## src/rtl/pulse_train_sequencer.sv

```systemverilog
// pulse_train_sequencer
//
// Purpose:
//   Programmable pulse-train controller. A start strobe latches the timing
//   configuration and runs one shared phase counter through a DELAY phase,
//   then alternating HIGH/LOW phases, for n_pulses pulses. A train with a
//   nonzero pulse count ends with a one-cycle done strobe. With
//   n_pulses = 0 the train runs until abort. Every phase lasts limit+1
//   cycles, where limit is the latched length field for that phase.
//
// Configuration macro:
//   PULSE_TRAIN_RETRIGGER_EN - when defined, start while busy (without
//   abort) restarts the train from a fresh DELAY phase with newly latched
//   configuration. When undefined, start while busy is ignored.
//
// Parameters:
//   WIDTH      width of delay/high_len/low_len and of the phase counter
//   CNT_WIDTH  width of n_pulses and pulses_sent
//
// Ports:
//   clk          system clock, all logic on posedge
//   reset        synchronous active-high reset
//   start        launch request
//   abort        stop the running train immediately (no done strobe)
//   delay        pre-train delay length (delay+1 cycles)
//   high_len     pulse high length (high_len+1 cycles)
//   low_len      inter-pulse low length (low_len+1 cycles)
//   n_pulses     pulses per train, 0 = continuous
//   busy         high in DELAY/HIGH/LOW
//   pulse_out    high only in HIGH
//   done         one-cycle strobe on normal completion
//   pulses_sent  completed pulses in current/last train

module pulse_train_sequencer #(
  parameter int WIDTH     = 16,
  parameter int CNT_WIDTH = 16
) (
  input  logic                 clk,
  input  logic                 reset,
  input  logic                 start,
  input  logic                 abort,
  input  logic [WIDTH-1:0]     delay,
  input  logic [WIDTH-1:0]     high_len,
  input  logic [WIDTH-1:0]     low_len,
  input  logic [CNT_WIDTH-1:0] n_pulses,
  output logic                 busy,
  output logic                 pulse_out,
  output logic                 done,
  output logic [CNT_WIDTH-1:0] pulses_sent
);

  localparam logic [2:0] ST_IDLE  = 3'd0;
  localparam logic [2:0] ST_DELAY = 3'd1;
  localparam logic [2:0] ST_HIGH  = 3'd2;
  localparam logic [2:0] ST_LOW   = 3'd3;
  localparam logic [2:0] ST_DONE  = 3'd4;

  localparam logic [WIDTH-1:0]     PH_ONE  = WIDTH'(1);
  localparam logic [CNT_WIDTH-1:0] CNT_ONE = CNT_WIDTH'(1);
  localparam logic [CNT_WIDTH-1:0] CNT_ZERO = '0;

  logic [2:0]           state;
  logic [WIDTH-1:0]     phase_cnt;
  logic [WIDTH-1:0]     sh_delay;
  logic [WIDTH-1:0]     sh_high;
  logic [WIDTH-1:0]     sh_low;
  logic [CNT_WIDTH-1:0] sh_n;
  logic [WIDTH-1:0]     limit;
  logic [CNT_WIDTH-1:0] sent_next;
  logic                 phase_end;
  logic                 in_train;
  logic                 load_train;

  // Select the latched length that governs the current phase; the counter
  // is compared for equality only and is cleared on every state change,
  // so it never runs past the selected limit.
  always_comb begin
    limit = sh_delay;
    case (state)
      ST_HIGH: limit = sh_high;
      ST_LOW:  limit = sh_low;
      default: limit = sh_delay;
    endcase
  end

  assign phase_end = (phase_cnt == limit);
  assign sent_next = pulses_sent + CNT_ONE;
  assign in_train  = (state == ST_DELAY) || (state == ST_HIGH) || (state == ST_LOW);

  // A train is (re)launched from IDLE on start. In the retrigger build a
  // start during a running train also relaunches it, but abort wins.
  always_comb begin
    load_train = 1'b0;
    if (state == ST_IDLE && start) begin
      load_train = 1'b1;
    end
`ifdef PULSE_TRAIN_RETRIGGER_EN
    if (in_train && start && !abort) begin
      load_train = 1'b1;
    end
`endif
  end

  // Main sequencer: reset first, then launch, then abort, then the
  // phase-end transitions. The shadow registers are only written on a
  // launch so input changes during a train have no effect on it.
  always_ff @(posedge clk) begin
    if (reset) begin
      state       <= ST_IDLE;
      phase_cnt   <= '0;
      sh_delay    <= '0;
      sh_high     <= '0;
      sh_low      <= '0;
      sh_n        <= '0;
      pulses_sent <= '0;
    end else if (load_train) begin
      state       <= ST_DELAY;
      phase_cnt   <= '0;
      sh_delay    <= delay;
      sh_high     <= high_len;
      sh_low      <= low_len;
      sh_n        <= n_pulses;
      pulses_sent <= '0;
    end else begin
      case (state)
        ST_DELAY, ST_HIGH, ST_LOW: begin
          if (abort) begin
            state     <= ST_IDLE;
            phase_cnt <= '0;
          end else if (phase_end) begin
            phase_cnt <= '0;
            case (state)
              ST_DELAY: state <= ST_HIGH;
              ST_HIGH: begin
                pulses_sent <= sent_next;
                // The last pulse goes straight to DONE, skipping its LOW.
                if (sh_n != CNT_ZERO && sent_next == sh_n) begin
                  state <= ST_DONE;
                end else begin
                  state <= ST_LOW;
                end
              end
              default: state <= ST_HIGH;
            endcase
          end else begin
            phase_cnt <= phase_cnt + PH_ONE;
          end
        end
        ST_DONE: begin
          state     <= ST_IDLE;
          phase_cnt <= '0;
        end
        ST_IDLE: begin
          phase_cnt <= '0;
        end
        default: begin
          state     <= ST_IDLE;
          phase_cnt <= '0;
        end
      endcase
    end
  end

  // Outputs decode registered state only so they are glitch-free.
  assign busy      = in_train;
  assign pulse_out = (state == ST_HIGH);
  assign done      = (state == ST_DONE);

endmodule

```

## config.mk

```make
export PLATFORM = sky130hd
export DESIGN_NAME = pulse_train_sequencer
export DESIGN_NICKNAME = d
export VERILOG_FILES = /design/src/rtl/pulse_train_sequencer.sv
export SDC_FILE = /design/constraint.sdc
export NUM_CORES = 1
export LEC_CHECK = 0
export ABC_AREA = 1
export CAP_MARGIN = 20
export CORE_ASPECT_RATIO = 0.75
export CORE_MARGIN = 1
export CORE_UTILIZATION = 54
export CTS_CLUSTER_SIZE = 30
export DETAILED_ROUTE_END_ITERATION = 16
export HOLD_SLACK_MARGIN = 0.12
export PLACE_DENSITY = 0.91
export SYNTH_ARGS = -nofsm -noshare
export SYNTH_HDL_FRONTEND = slang
export SYNTH_SLANG_ARGS = --single-unit
export TNS_END_PERCENT = 30
```

## constraint.sdc

```tcl
create_clock -name clk -period 2.7 [get_ports clk]
set_input_delay 0.81 -clock clk [delete_from_list [all_inputs] [get_ports clk]]
set_output_delay 0.81 -clock clk [all_outputs]
set_load 0.1 [all_outputs]
```

---- Word level (Yosys, flattened, before mapping) ----
Cells that the tools add are included.
storage, ports and cells
  register bits ........................... 99
  output and inout port bits .............. 19
cells by class
  muxes and demuxes ....................... 8
  bitwise gates (word level) .............. 3
  add/subtract/negate cells ............... 2
  reductions and logical operators ........ 12
  equal/unequal tests ..................... 9
operators by type and width
  cell                   count
  $add 16x1->16 const B  2
  $eq 16x16->1           2
  $pmux 16 s2            1
  $reduce_bool 16->1     1
  $mux 3                 4
  $eq 3x2->1 const B     2
  $pmux 3 s2             1
  $reduce_or 5->1        1
  $ne 4x4->1 const B     1
  $reduce_and 2->1       2
  $reduce_and 4->1       1
  $eq 3x1->1 const B     1
  $eq 3x3->1 const B     1
  $logic_not 3->1        1
  $ne 3x3->1 const B     1
  $not 1->1              3
  $reduce_or 3->1        1
  $logic_and 1x1->1      2
  $logic_or 1x1->1       2
  $mux 1                 2
  $ne 2x2->1 const B     1
  $reduce_or 2->1        1

---- Depth between registers and ports, before layout ----
  word-level depth ........................ 9
  gate-level depth with buffers ........... 18
  mapped depth without buffers ............ 16

---- Worst setup path after synthesis ----
OpenSTA, ideal clock, no wires.
  kind .................................... register to output
  start point ............................. register state[0]
  end point ............................... output done
  cell stages (with the launch flop) ...... 4
  setup slack ............................. -0.807 ns
  data arrival time ....................... 2.697 ns
  buffers on the path ..................... 2
  cell sequence ........................... dfxtp_1 -> buf_4 -> buf_2 -> nor3_1
between the ends
  word-level cells in the longest chain between the ends .. 1
RTL lines
  what                    RTL line  text
  start, declared         62        logic [2:0] state;
  start signal, assigned  109       state <= ST_IDLE;
  start signal, assigned  117       state <= ST_DELAY;
  start signal, assigned  128       state <= ST_IDLE;
  $eq 3x3->1              167       assign done = (state == ST_DONE);
  end, declared           48        output logic done,
Every way passes these cells.

---- Final worst setup path ----
  start point ............................. register state[2]
  end point ............................... output pulse_out
between the ends
  word-level cells in the longest chain between the ends .. 1
RTL lines
  what           RTL line  text
  $eq 3x2->1     166       assign pulse_out = (state == ST_HIGH);
  end, declared  47        output logic pulse_out,
Every way passes these cells.

==> out/summary.txt <==
status = finished clean
share of layout cells above drive strength 1 = 7.69%
PortBufs = 86
CTS Buf Count = 9
total number of vias = 5533
TNS Setup = 0 ns
Max transition margin = 69.7%
maximum operating frequency = 399 MHz
initial drt markers = 602
worst hold-check path type = reg -> reg
initial antenna violation count = 0
mux share of post-synthesis cell area = 0%
clock skew = 0.00928 ns
Cell Count, Final, Fillers Out = 1012
final hold viol count = 0
required time of the critical path = 1.89 ns
post-place setup slack = 0.173 ns
GRT Util Overall = 29.6%
buffer levels on the longest clock path = 2
WP data arrival = 1.70 ns
Reg clk slew, reported paths = 0.07 ns
R2R setup slack = 0.29 ns
clock root cell = clkbuf_16
critical path startpoint = state[2]
P_leak = 2.77 nW
vias in the first global route = 4678
Routed WL = 14300 um
WS Path Type = reg -> out
gr ovfl total = 0
Avg WL per Cell = 14.1 um
Synth warnings = 0
setup violators final = 0
syn_area_per_cell = 6.55 um2
crit end category = output pin
antenna-violating nets left = 0
Via density = 5.47
simple-gate area share of the yosys netlist = 32.8%
top cells by area in the synthesized netlist = dfxtp_1 38%, nand2_1 13%, inv_1 8.5%
Sink Count = 99
Seq/Total Area, Yosys = 37.7%
fin crit share = 92.9%
Rows = 30
commonest non-fill, non-tap cells in the layout = 176 x nand2_1, 119 x inv_1, 98 x dfxtp_1
Core ar. = 9230 um2
Area Overhead vs Synth = 24.0%
die area = 10100 um2
largest family of logic cells by synthesized area = simple AND/OR/NAND/NOR gates
die width = 116 um
R2R depth = 14
placed inst area = 6210 um2
FF-to-FF Start = state[2]
HPWL after DPL = 10500 um
XOR/XNOR Fraction of Synth Area = 2.88%
r2r endpoint = pulses_sent[15]
Initial Utilization = 57.0%
Post-CTS Hold Fix Bufs = 0
largest net degree at the start of global routing = 61
post-synth net total = 873
RSZ-0062 raised after global routing = no
Max Cap Viol = 0
Gate Count Post-Synth = 803
io pins = 87
die height = 87.5 um
commonest non-fill, non-tap cell in the layout = nand2_1
depth of the CTS H-tree = 3
Syn Std Cell Area = 5260 um2
CTS tree = yes
dpl cells = 994
Worst Hold Margin = 0.450 ns
Worst Setup EP = pulse_out
Synth Area in Compound Gates = 14.2%
synth unique cells = 30
Skew-Pair Late Insertion Delay = 0.35 ns
total design power = 3.44 mW
count of state elements after synthesis = 99
Slew @ Worst Pin = 0.453 ns
cell taking the most area after synthesis = dfxtp_1
first-pass GRT wire length = 22800 um
setup ws final = 0.191 ns
Peak supply drop = 399 uV
1st-pass router iterations = 6
Pwr Density = 527 nW/um2
Post-Synth Adder-Cell Area = 0.476%
CP Max Fanout = 17
post-synth top area share = 37.7%
Startpoint Class = flop
Final Cell Area = 6520 um2
DRC errors left = 0
Finished Core Util = 70.6%
placer congestion estimate = 0.985
nets@finish = 949
Slew Limit Fails = 0
# diodes = 0
fillcell total = 753
min Tclk post-route = 2.51 ns
cells in the mapped netlist:
library cell	count
nor3b_1	5
dfxtp_1	99
nor2_4	2
inv_1	119
nand4_1	40
nor2_8	1
a21oi_1	70
nor2_2	3
nand2_2	3
nand2_1	176
ha_1	2
nor2_1	79
buf_2	4
a211oi_1	1
inv_2	5
nor3_1	11
clkbuf_1	20
or2_2	2
nand3_1	61
xor2_1	7
nand3b_1	1
o21bai_1	1
nand2_4	1
a31oi_1	1
buf_1	2
xnor3_1	4
buf_6	3
nor4_1	1
o21ai_0	75
buf_4	4
per-layer routing:
metal | up-vias | track usage (%) | share of wire (%)
met2 | 297 | 39.2 | 40
li1 | 2747 | - | -
met5 | - | 0 | 0
met4 | 0 | 11.3 | 3.0
met1 | 2443 | 44.8 | 46
met3 | 46 | 7.65 | 11
layout make-up:
type	count	area (um2)	area share, %
Sequential cell	99	1980	30.4
Clock inverter	7	61.3	0.940
Tap cell	128	160	2.46
Multi-Input combinational cell	547	2670	40.9
Inverter	124	470	7.22
Timing Repair Buffer	98	953	14.6
Clock buffer	9	225	3.45
kinds of logic (layout without fill, tap and decap cells):
family,after synthesis,in the layout
AO/OA/AOI/OAI,148,148
flip-flops,99,99
buffers and inverters,157,238
AND/OR/NAND/NOR,386,386
adder cells (fa/ha/maj),2,2
XOR/XNOR,11,11
worst max-delay path: stages (launching register included):
cell     delay, ns
dfxtp_1       0.38
inv_4         0.20
nand2_4       0.17
nor2_4        0.26
buf_4         0.17
buf_12        0.16
power by group:
part           leakage [nW]  internal [mW]  switching (mW)  total [mW]
Clock                 0.128          0.640           0.591        1.23
Sequential            0.814           1.56          0.0737        1.64
Combinational          1.82          0.245           0.323       0.568
how the worst min path moves through the flow:
| stage | start | endpoint | slack (ns) | cells after the start |
|---|---|---|---|---|
| 3_3_place_gp | sh_high[4] | sh_high[4] | 0.43 | 2 |
| 2_1_floorplan | sh_low[0] | sh_low[0] | 0.42 | 2 |
| 5_1_grt | sh_low[7] | sh_low[7] | 0.46 | 2 |
| 6_report | sh_low[7] | sh_low[7] | 0.45 | 2 |
| 3_5_place_dp | sh_high[4] | sh_high[4] | 0.44 | 2 |
| 4_1_cts | sh_high[4] | sh_high[4] | 0.45 | 2 |
sequential cells by signal (all words and copies together), names as in the netlist:
register / flops
phase_cnt: 16
pulses_sent: 16
sh_delay: 16
sh_high: 16
sh_low: 16
sh_n: 16
state: 3
repair_timing:
action | CTS | global route
setup buffers | 0 | 2
resized for setup | 0 | 5
endpoints found under the setup margin | 0 | 16
Power figures use the tool's default switching activity.
